File: src/rtl/twoaddsub_pkg.sv
// Shared constants for the two's-complement add/subtract unit.
package twoaddsub_pkg;

  localparam int unsigned DEFAULT_WIDTH = 8;

  localparam logic MODE_ADD = 1'b0;
  localparam logic MODE_SUB = 1'b1;

endpackage

File: src/rtl/twoaddsub_full_adder.sv
// One-bit full adder cell; the ripple chain in twoaddsub is built from these.
module full_adder (
  input  logic a,
  input  logic b,
  input  logic cin,
  output logic s,
  output logic cout
);

  assign s    = a ^ b ^ cin;
  assign cout = (a & b) | (cin & (a ^ b));

endmodule

File: src/rtl/twoaddsub.sv
// Registered ripple-carry add/subtract with signed overflow flag.
// Define TWOADDSUB_COUT_EN to expose the raw MSB carry-out as port cout.
module twoaddsub
  import twoaddsub_pkg::*;
#(
  parameter int unsigned WIDTH = DEFAULT_WIDTH
) (
  input  logic             clk,
  input  logic             rst,
  input  logic [WIDTH-1:0] a,
  input  logic [WIDTH-1:0] b,
  input  logic             m,
  input  logic             in_valid,
  output logic [WIDTH-1:0] sum,
  output logic             ovf,
  output logic             out_valid
`ifdef TWOADDSUB_COUT_EN
  ,
  output logic             cout
`endif
);

  logic [WIDTH-1:0] b_x;
  logic [WIDTH-1:0] s_c;
  logic [WIDTH:0]   carry;
  logic             ovf_c;

  // Subtraction is a + ~b + 1: invert B and inject m as the carry-in.
  assign b_x      = b ^ {WIDTH{m}};
  assign carry[0] = m;

  for (genvar i = 0; i < WIDTH; i++) begin : g_fa
    full_adder u_fa (
      .a    (a[i]),
      .b    (b_x[i]),
      .cin  (carry[i]),
      .s    (s_c[i]),
      .cout (carry[i+1])
    );
  end

  assign ovf_c = carry[WIDTH] ^ carry[WIDTH-1];

  // Result registers hold across idle cycles; reset discards any in-flight operation.
  always_ff @(posedge clk) begin
    if (rst) begin
      sum       <= '0;
      ovf       <= 1'b0;
      out_valid <= 1'b0;
`ifdef TWOADDSUB_COUT_EN
      cout      <= 1'b0;
`endif
    end else begin
      out_valid <= in_valid;
      if (in_valid) begin
        sum <= s_c;
        ovf <= ovf_c;
`ifdef TWOADDSUB_COUT_EN
        cout <= carry[WIDTH];
`endif
      end
    end
  end

endmodule

File: config.mk
export PLATFORM = sky130hd
export DESIGN_NAME = twoaddsub
export DESIGN_NICKNAME = d
export VERILOG_FILES = /design/src/rtl/twoaddsub_pkg.sv /design/src/rtl/twoaddsub_full_adder.sv /design/src/rtl/twoaddsub.sv
export SDC_FILE = /design/constraint.sdc
export NUM_CORES = 1
export LEC_CHECK = 0
export BUFFER_PORTS_ARGS = -buffer_cell sky130_fd_sc_hd__buf_2
export CORE_MARGIN = 2
export CORE_UTILIZATION = 46
export CTS_CLUSTER_SIZE = 24
export DETAILED_ROUTE_END_ITERATION = 8
export GPL_TIMING_DRIVEN = 0
export PLACE_DENSITY = 0.8
export SETUP_SLACK_MARGIN = 0.5
export SLEW_MARGIN = 20
export SYNTH_ARGS = -nofsm -noshare
export SYNTH_HDL_FRONTEND = slang
export SYNTH_HIERARCHICAL = 1
export SYNTH_SLANG_ARGS = --single-unit
File: constraint.sdc
create_clock -name clk -period 11.3 [get_ports clk]
set_clock_uncertainty 0.15 [all_clocks]
set_input_delay 1.695 -clock clk [delete_from_list [all_inputs] [get_ports clk]]
set_output_delay 1.695 -clock clk [all_outputs]
set_load 0.01 [all_outputs]
==> summary.md, run 1 <==
| Metric | Value |
|---|---|
| # diodes | `0` |
| Final ANT Viol Nets | `0` |
| Wire per inst | `10.5 um` |
| Cts repair resizes | `0` |
| #FFs+latches synth | `10` |
| CTS Buf Count | `3` |
| Req. time, crit path | `11.33 ns` |
| Syn Inst Count | `49` |
| Crit path from | `m` |
| Max-cap violation count | `0` |
| Cts hold-fix bufs | `0` |
| CP delay by family, top | `adder cells` |
| Die area | `0.00160 mm2` |
| Seq/Total Area, Yosys | `33.5%` |
| Slew headroom | `86.4%` |
| Initial DRT Pass Iterations | `4` |
| FF-to-FF setup slack | `10.52 ns` |
| Number of global-route vias before repair | `360` |
| Drt drc | `0` |
| Most common cell type on the critical path | `fa_1` |
| Most frequent cells in the layout | `buf_2, dfxtp_1` |
| Leak Pwr | `0.402 nW` |
| Row count | `12` |
| CTS sink cnt | `10` |
| Synth cell types | `12` |
| CP bufs+invs | `2` |
| Mapped Nets | `77` |
| Final layout net count | `110` |
| Routability cong. | `0.583` |
| Most common cell after layout, fill and taps aside | `buf_2` |
| Final period utilization | `50.2%` |
| TritonCTS clock tree | `done` |
| Worst setup endpoint | `ovf$_SDFFE_PP0P_` |
| Chip Height | `40.1 um` |
| Initial DRC count | `3` |
| Chip width | `40.1 um` |
| Vias | `440` |
| First-pass GRT wire length | `1520 um` |
| Total track usage | `15.8%` |
| Crit-path cells | `buf_2 -> buf_4 -> xor2_1 -> fa_1 -> fa_1 -> fa_1 -> fa_1 -> fa_1 -> fa_1 -> fa_1 -> fa_1 -> xnor2_1 -> a211oi_2` |
| CP arrival | `5.71 ns` |
| Worst Path Max Fanout | `8` |
| Reg2Reg Depth | `2` |
| Worst-Margin Slew | `0.203 ns` |
| CTS Buffer Depth | `2` |
| Final hold violation count | `0` |
| Slowest-stage cell, CP | `fa_1` |
| Congestion Overflow GR | `0` |
| RR Endpoint | `ovf$_SDFFE_PP0P_` |
| Post-DP HPWL | `850 um` |
| Run status | `completed` |
| Crit Path Category | `input port to flip-flop` |
| FMAX | `176 MHz` |
| IR drop worst, VDD | `0.0791 mV` |
| Crit end category | `flip-flop` |
| Tmin final | `5.68 ns` |
| Worst path max stage delay | `0.43 ns` |
| CTS root buffer | `clkbuf_4` |
| Htree depth | `1` |
| Area growth, synth to finish | `32.4%` |
| Final setup violating endpoints | `0` |
| Vias/cell | `4.63` |
| Synthesized area per cell | `12.2 um2` |
| Final Max Slew Viols | `0` |
| Worst hold path class | `flip-flop to flip-flop` |
| Crit path depth | `13` |
| IO buf count | `28` |
| RSZ-0062 raised after global routing | `no` |
| Largest net degree at the start of global routing | `11` |
| Core Footprint | `0.00116 mm2` |
| Startpoint types | `input port` |
| Hold WS | `0.348 ns` |
| Ports | `30` |
| Reg2reg start | `ovf$_SDFFE_PP0P_` |
| Starting density of the core | `51.7%` |
| Final setup TNS | `0 ns` |
| Pwr dens | `135 mW/mm2` |
| Synth Warn # | `6` |
| Antenna violations before repair | `0` |
| Worst-skew pair later-pin latency | `0.26 ns` |
| Final WL | `1000 um` |
| Post-CTS Setup Bufs | `0` |
| Mapped Area | `598 um2` |
| CTS clk-pin slew, worst paths | `0.07 ns` |
| Layout cells sized above 1 | `45.7%` |
-- per-layer routing --
layer	wire, um	vias to the layer above	GRT usage, %
met5	0	-	0
li1	-	220	-
met4	18	0	12.9
met2	484	18	21.4
met1	413	200	19.2
met3	86	2	6.67
-- registers in the layout (all words and copies together) (netlist names) --
name	flops
sum	8
ovf	1
out_valid	1
-- cells in the mapped netlist --
| library cell | number | area share [%] |
|---|---|---|
| dfxtp_1 | 10 | 33 |
| fa_1 | 8 | 27 |
| buf_6 | 1 | 1.9 |
| buf_2 | 1 | 0.84 |
| xor2_1 | 8 | 12 |
| buf_4 | 1 | 1.3 |
| nor2_2 | 1 | 1.0 |
| xnor2_1 | 1 | 1.5 |
| nor2b_1 | 1 | 1.0 |
| mux2i_1 | 8 | 13 |
| nor2_1 | 8 | 5.0 |
| a211oi_2 | 1 | 2.1 |
-- power breakdown --
part / total [mW] / leakage [nW] / switching (mW) / internal, mW
Clock: 0.0315 / 0.0210 / 0.0120 / 0.0195
Combinational: 0.0331 / 0.299 / 0.0165 / 0.0166
Sequential: 0.0420 / 0.0827 / 0.00216 / 0.0399
-- metrics by stage --
| stage | utilization, % | setup WS, ns | instances | instance area [um2] | total power, mW |
|---|---|---|---|---|---|
| 6_report | 68.5 | 5.62 | 95 | 792 | 0.107 |
| 5_1_grt | 68.5 | 5.51 | 95 | 792 | 0.116 |
| 4_1_cts | 68.5 | 5.61 | 95 | 792 | 0.109 |
| 3_5_place_dp | 65.4 | 5.34 | 91 | 756 | 0.0767 |
| 3_3_place_gp | 65.4 | 5.40 | 91 | 756 | 0.0754 |
| 2_1_floorplan | - | 5.62 | 49 | 598 | 0.0640 |
-- how the worst min path moves through the flow --
stage | startpoint | endpoint | slack [ns] | cells after the start
2_1_floorplan | sum[0]$_SDFFE_PP0P_ | sum[0]$_SDFFE_PP0P_ | 0.38 | 2
5_1_grt | sum[4]$_SDFFE_PP0P_ | sum[4]$_SDFFE_PP0P_ | 0.38 | 2
3_5_place_dp | sum[5]$_SDFFE_PP0P_ | sum[5]$_SDFFE_PP0P_ | 0.33 | 2
3_3_place_gp | sum[7]$_SDFFE_PP0P_ | sum[7]$_SDFFE_PP0P_ | 0.32 | 2
4_1_cts | sum[2]$_SDFFE_PP0P_ | sum[2]$_SDFFE_PP0P_ | 0.35 | 2
6_report | sum[3]$_SDFFE_PP0P_ | sum[3]$_SDFFE_PP0P_ | 0.35 | 2
-- area by class of cell --
| class | count | area [um2] |
|---|---|---|
| multi-input combinational | 36 | 374 |
| fill | 91 | 364 |
| sequential | 10 | 200 |
| timing repair buffer | 28 | 140 |
| clock buffer | 4 | 36.3 |
| buffer | 3 | 23.8 |
| tap | 14 | 17.5 |
-- tightest hold or removal path, stage by stage (launching register included) --
cell	delay, ns
dfxtp_1	0.33
mux2i_1	0.07
nor2_1	0.07
-- cell families (layout without fill, tap and decap cells) --
kind of cell | count (synthesis) | count (layout) | share of synthesized area [%]
AOI/OAI and AO/OA | 1 | 1 | 2.09
muxes | 8 | 8 | 13.4
and+or+nand+nor | 10 | 10 | 7.11
xor gates and xnor gates | 9 | 9 | 13.2
adders and majority gates | 8 | 8 | 26.8
buffers and inverters | 3 | 35 | 3.97
DFF | 10 | 10 | 33.5
Power figures use the tool's default switching activity.
==> inputs of run 2 (changes only) <==
--- a/config.mk
+++ b/config.mk
@@ -7,11 +7,11 @@
 export LEC_CHECK = 0
 export BUFFER_PORTS_ARGS = -buffer_cell sky130_fd_sc_hd__buf_2
 export CORE_MARGIN = 2
-export CORE_UTILIZATION = 46
+export CORE_UTILIZATION = 39
 export CTS_CLUSTER_SIZE = 24
 export DETAILED_ROUTE_END_ITERATION = 8
 export GPL_TIMING_DRIVEN = 0
-export PLACE_DENSITY = 0.8
+export PLACE_DENSITY = 0.73
 export SETUP_SLACK_MARGIN = 0.5
 export SLEW_MARGIN = 20
 export SYNTH_ARGS = -nofsm -noshare
==> constraint.sdc (replaced) <==
create_clock -name clk -period 4.63 [get_ports clk]
set_clock_uncertainty 0.15 [all_clocks]
set_input_delay 0.6945 -clock clk [delete_from_list [all_inputs] [get_ports clk]]
set_output_delay 0.6945 -clock clk [all_outputs]
set_load 0.01 [all_outputs]
==> summary.md, run 2 (synthesized netlist as in run 1, its figures left out) <==
| Metric | Value |
|---|---|
| Run status | `completed` |
| Most frequent cells in the layout | `buf_2, dfxtp_1, mux2i_1, nor2_1, fa_2` |
| Largest register FFs | `8` |
| Crit end category | `flip-flop` |
| Finished Core Util | `58.8%` |
| Worst-Margin Slew | `0.216 ns` |
| Most common cell after layout, fill and taps aside | `buf_2` |
| Vias/cell | `4.59` |
| Non-filler cells, final | `99` |
| Vias | `454` |
| CTS root buffer | `clkbuf_4` |
| Crit Path Category | `input port to flip-flop` |
| Final Max Slew Viols | `0` |
| Final setup violating endpoints | `0` |
| Antenna violations before repair | `0` |
| FILL cells | `130` |
| Final WL | `1110 um` |
| CP arrival | `4.24 ns` |
| Tot Pwr | `250 uW` |
| Wire per inst | `11.2 um` |
| Congestion Overflow GR | `0` |
| TritonCTS clock tree | `done` |
| Biggest register | `sum` |
| Core Footprint | `0.00147 mm2` |
| Final Instance Area | `865 um2` |
| Max-cap violation count | `0` |
| Number of global-route vias before repair | `432` |
| Initial DRC count | `1` |
| Chip width | `43.2 um` |
| Slowest-stage cell, CP | `fa_2` |
| Layout cells sized above 1 | `57.8%` |
| Final setup TNS | `0 ns` |
| Final period utilization | `91.0%` |
| Slew headroom | `85.6%` |
| CP bufs+invs | `2` |
| Cts hold-fix bufs | `0` |
| Final hold violation count | `0` |
| # diodes | `0` |
| CTS Buf Count | `3` |
| P_sw | `75.4 uW` |
| Startpoint types | `input port` |
| Most common cell type on the critical path | `fa_2` |
| Starting density of the core | `40.6%` |
| RSZ-0062 raised after global routing | `yes` |
| IO buf count | `28` |
| Int Pwr | `175 uW` |
| Top Registers | `sum (8), out_valid (1), ovf (1)` |
| Die area | `0.00186 mm2` |
| Worst-skew pair later-pin latency | `0.25 ns` |
| Crit-path cells | `buf_8 -> buf_12 -> xor2_4 -> fa_2 -> fa_2 -> fa_2 -> fa_2 -> fa_2 -> fa_2 -> fa_2 -> fa_2 -> xnor2_1 -> a211oi_2` |
| Pwr dens | `290 mW/mm2` |
| Final layout net count | `113` |
| CTS Buffer Depth | `2` |
| Area growth, synth to finish | `44.6%` |
| CTS sink cnt | `10` |
| Switching share of total power | `30.1%` |
| FMAX | `237 MHz` |
| Row count | `14` |
| Clk pwr share | `22.8%` |
| Initial DRT Pass Iterations | `3` |
| Final ANT Viol Nets | `0` |
| Req. time, crit path | `4.66 ns` |
| Htree depth | `1` |
| Flop pwr share | `40.9%` |
| Worst Path Max Fanout | `2` |
| Tmin final | `4.21 ns` |
| Worst path max stage delay | `0.37 ns` |
| Routability cong. | `0.645` |
| Comb pwr share | `36.4%` |
| First-pass GRT wire length | `1790 um` |
| CP delay by family, top | `adder cells` |
| Post-DP HPWL | `843 um` |
| Total track usage | `13.9%` |
| Ports | `30` |
| Drt drc | `0` |
| IR drop worst, VDD | `0.228 mV` |
| Largest net degree at the start of global routing | `11` |
| Worst hold path class | `flip-flop to flip-flop` |
| Chip Height | `43.2 um` |
| Placed cells | `93` |
| Leak Pwr | `0.414 nW` |
| CTS clk-pin slew, worst paths | `0.06 ns` |
| Dpl cell area | `798 um2` |
run 2: cell count changes in the layout (fill, tap and decap cells not counted), sizes merged:
cell,previous run,this run
clkbuf,4,3
buf,31,34
run 2: final cells by class:
class	count	area [um2]	area share, %
buffer	3	36.3	4.20
tap	16	20.0	2.32
clock buffer	3	22.5	2.60
sequential	10	200	23.2
multi-input combinational	36	413	47.8
timing repair buffer	31	173	20.0
run 2: power groups by stage:
stage	sequential, mW	combinational, mW	clock (mW)
finish	0.102	0.0911	0.0570
global placement	0.104	0.0848	0
detailed placement	0.104	0.0888	0
global route	0.104	0.103	0.0643
floorplan	0.110	0.0512	0
CTS	0.103	0.0905	0.0590
run 2: path summary, 6_finish.rpt:
kind / start / end / slack (ns) / depth (start not counted)
setup / recovery: m / ovf$_SDFFE_PP0P_ / 0.42 / 13
hold / removal: sum[2]$_SDFFE_PP0P_ / sum[2]$_SDFFE_PP0P_ / 0.34 / 2
setup reg to reg: ovf$_SDFFE_PP0P_ / ovf$_SDFFE_PP0P_ / 3.84 / 2
hold reg to reg: sum[2]$_SDFFE_PP0P_ / sum[2]$_SDFFE_PP0P_ / 0.34 / 2
run 2: per-stage QoR:
step / hold slack, ns / worst slack (ns)
after floorplan: 0.381 / 0.278
after global placement: 0.321 / 0.0560
after detailed placement: 0.332 / 0.0225
after CTS: 0.346 / 0.420
after global routing: 0.363 / 0.317
final: 0.338 / 0.418
run 2: layer usage:
layer	vias to the layer above	part of all wire (%)	wire length [um]	GRT usage, %
met1	213	35	387	14.6
met4	0	1.7	19	7.27
met3	2	6.9	77	7.66
met2	18	56	623	22.1
met5	-	0	0	0
li1	221	-	-	-
run 2: worst min-delay path, delay by kind of cell, from the launching register on:
kind             cells  cell delay (ns)
DFF                  1             0.32
and+or+nand+nor      1             0.07
muxes                1             0.06
run 2: timing repair:
| item | in CTS | in global routing |
|---|---|---|
| setup buffers | 2 | 1 |
| resized for setup | 3 | 1 |
| endpoints found under the hold margin | 0 | 0 |
| pin swaps | 2 | 0 |
| setup endpoints to repair | 2 | 2 |
==> inputs of run 3 (changes only) <==
--- a/config.mk
+++ b/config.mk
@@ -7,11 +7,12 @@
 export LEC_CHECK = 0
 export BUFFER_PORTS_ARGS = -buffer_cell sky130_fd_sc_hd__buf_2
 export CORE_MARGIN = 2
-export CORE_UTILIZATION = 39
+export CORE_UTILIZATION = 43
+export CTS_BUF_LIST = sky130_fd_sc_hd__clkbuf_16
 export CTS_CLUSTER_SIZE = 24
 export DETAILED_ROUTE_END_ITERATION = 8
 export GPL_TIMING_DRIVEN = 0
-export PLACE_DENSITY = 0.73
+export PLACE_DENSITY = 0.76
 export SETUP_SLACK_MARGIN = 0.5
 export SLEW_MARGIN = 20
 export SYNTH_ARGS = -nofsm -noshare
==> constraint.sdc (replaced) <==
create_clock -name clk -period 4.05 [get_ports clk]
set_clock_uncertainty 0.15 [all_clocks]
set_input_delay 0.6075 -clock clk [delete_from_list [all_inputs] [get_ports clk]]
set_output_delay 0.6075 -clock clk [all_outputs]
set_load 0.01 [all_outputs]
==> summary.md, run 3 (synthesized netlist as in run 1, its figures left out) <==
| Metric | Value |
|---|---|
| Req. time, crit path | `4.06 ns` |
| Wire per inst | `12.6 um` |
| # diodes | `0` |
| Max-cap violation count | `0` |
| Startpoint types | `input port` |
| Drt drc | `0` |
| CTS root buffer | `clkbuf_16` |
| First-pass GRT wire length | `1810 um` |
| CTS Buffer Depth | `2` |
| Tot Pwr | `405 uW` |
| Tmin final | `4.17 ns` |
| Final ANT Viol Nets | `0` |
| Vias/cell | `4.79` |
| Initial DRT Pass Iterations | `1` |
| Biggest register | `sum` |
| Slew headroom | `85.3%` |
| Pwr dens | `437 mW/mm2` |
| Post-DP HPWL | `908 um` |
| Layout cells sized above 1 | `57.6%` |
| Placed cells | `92` |
| IR drop worst, VDD | `0.299 mV` |
| Non-filler cells, final | `100` |
| CTS Buf Count | `3` |
| Chip Height | `41.3 um` |
| CP arrival | `4.18 ns` |
| Final layout net count | `114` |
| Worst-Margin Slew | `0.220 ns` |
| Die area | `0.00171 mm2` |
| RSZ-0062 raised after global routing | `yes` |
| Htree depth | `1` |
| Worst Path Max Fanout | `2` |
| Top Registers | `sum (8), out_valid (1), ovf (1)` |
| Final WL | `1260 um` |
| Crit Path Category | `input port to flip-flop` |
| Vias | `479` |
| CTS sink cnt | `10` |
| Worst-skew pair later-pin latency | `0.24 ns` |
| IO buf count | `28` |
| Crit end category | `flip-flop` |
| FMAX | `240 MHz` |
| Final setup violating endpoints | `2` |
| Hold WS | `0.336 ns` |
| Core Footprint | `0.00130 mm2` |
| Routability cong. | `0.639` |
| Number of global-route vias before repair | `426` |
| Most common cell after layout, fill and taps aside | `buf_2` |
| Leak Pwr | `0.444 nW` |
| CTS clk-pin slew, worst paths | `0.04 ns` |
| Congestion Overflow GR | `0` |
| Final hold violation count | `0` |
| Final period utilization | `103%` |
| Ports | `30` |
| Worst setup margin | `-0.123 ns` |
| Run status | `finished with violations` |
| Most frequent cells in the layout | `buf_2, dfxtp_1, mux2i_1, nor2_1, fa_2` |
| Largest net degree at the start of global routing | `11` |
| Worst hold path class | `flip-flop to flip-flop` |
| Total track usage | `18.1%` |
| Failing checks | `setup timing` |
| Area growth, synth to finish | `55.0%` |
| Largest register FFs | `8` |
| Antenna violations before repair | `0` |
| Starting density of the core | `46.0%` |
| Row count | `13` |
| TritonCTS clock tree | `done` |
| Chip width | `41.3 um` |
| FILL cells | `104` |
| Initial DRC count | `0` |
| Final Max Slew Viols | `0` |
-- run 3: critical path, cell delays in order --
cell	delay, ns
buf_8	0.10
buf_12	0.12
xor2_4	0.17
fa_2	0.36
fa_2	0.35
fa_2	0.35
fa_2	0.35
fa_2	0.36
fa_2	0.35
fa_2	0.37
fa_2	0.35
xnor2_1	0.14
a211oi_2	0.20
-- run 3: per-stage QoR --
| stage | setup TNS [ns] | cell area (um2) | setup WS (ns) | utilization [%] |
|---|---|---|---|---|
| 4_1_cts | -0.235 | 920 | -0.139 | 70.7 |
| 3_3_place_gp | -0.855 | 797 | -0.434 | 61.3 |
| 6_report | -0.201 | 927 | -0.123 | 71.3 |
| 5_1_grt | -0.367 | 927 | -0.208 | 71.3 |
| 3_5_place_dp | -1.08 | 797 | -0.511 | 61.3 |
| 2_1_floorplan | -0.411 | 638 | -0.215 | - |
-- run 3: metal layers --
metal  wire length, um  part of all wire [%]  vias to the layer above  GRT usage (%)
li1                  -                     -                      224              -
met1               495                    39                      235           20.7
met2               687                    54                       18           29.3
met3                68                   5.4                        2           4.79
met4                12                  0.95                        0           12.1
met5                 0                     0                        -              0
-- run 3: final timing paths --
kind / start / endpoint / slack, ns / cells after the start
setup / recovery: m / ovf$_SDFFE_PP0P_ / -0.12 / 13
hold / removal: sum[6]$_SDFFE_PP0P_ / sum[6]$_SDFFE_PP0P_ / 0.34 / 2
setup reg to reg: ovf$_SDFFE_PP0P_ / ovf$_SDFFE_PP0P_ / 3.27 / 2
hold reg to reg: sum[6]$_SDFFE_PP0P_ / sum[6]$_SDFFE_PP0P_ / 0.34 / 2
-- run 3: repair_timing --
| action | in CTS | in global routing |
|---|---|---|
| buffers inserted | 3 | 1 |
| hold buffers | 0 | 0 |
| setup endpoints to repair | 3 | 3 |
| pin swaps | 2 | 0 |
| resized for setup | 4 | 0 |
| hold endpoints to repair | 0 | 0 |
-- run 3: power by group --
| part | internal (mW) | switching [mW] | total, mW |
|---|---|---|---|
| clock | 0.130 | 0.0497 | 0.179 |
| sequential | 0.112 | 0.00612 | 0.118 |
| combinational | 0.0565 | 0.0513 | 0.108 |
| total | 0.298 | 0.107 | 0.405 |
-- run 3: area by class of cell --
type                    count  area [um2]  share of cell area (%)
multi-input cells          36         413                    44.5
clock inverters             1        3.75                   0.405
flip-flops and latches     10         200                    21.6
repair buffers             32         180                    19.4
well taps                  15        18.8                    2.02
plain buffers               3        36.3                    3.91
clock buffers               3        75.1                    8.10
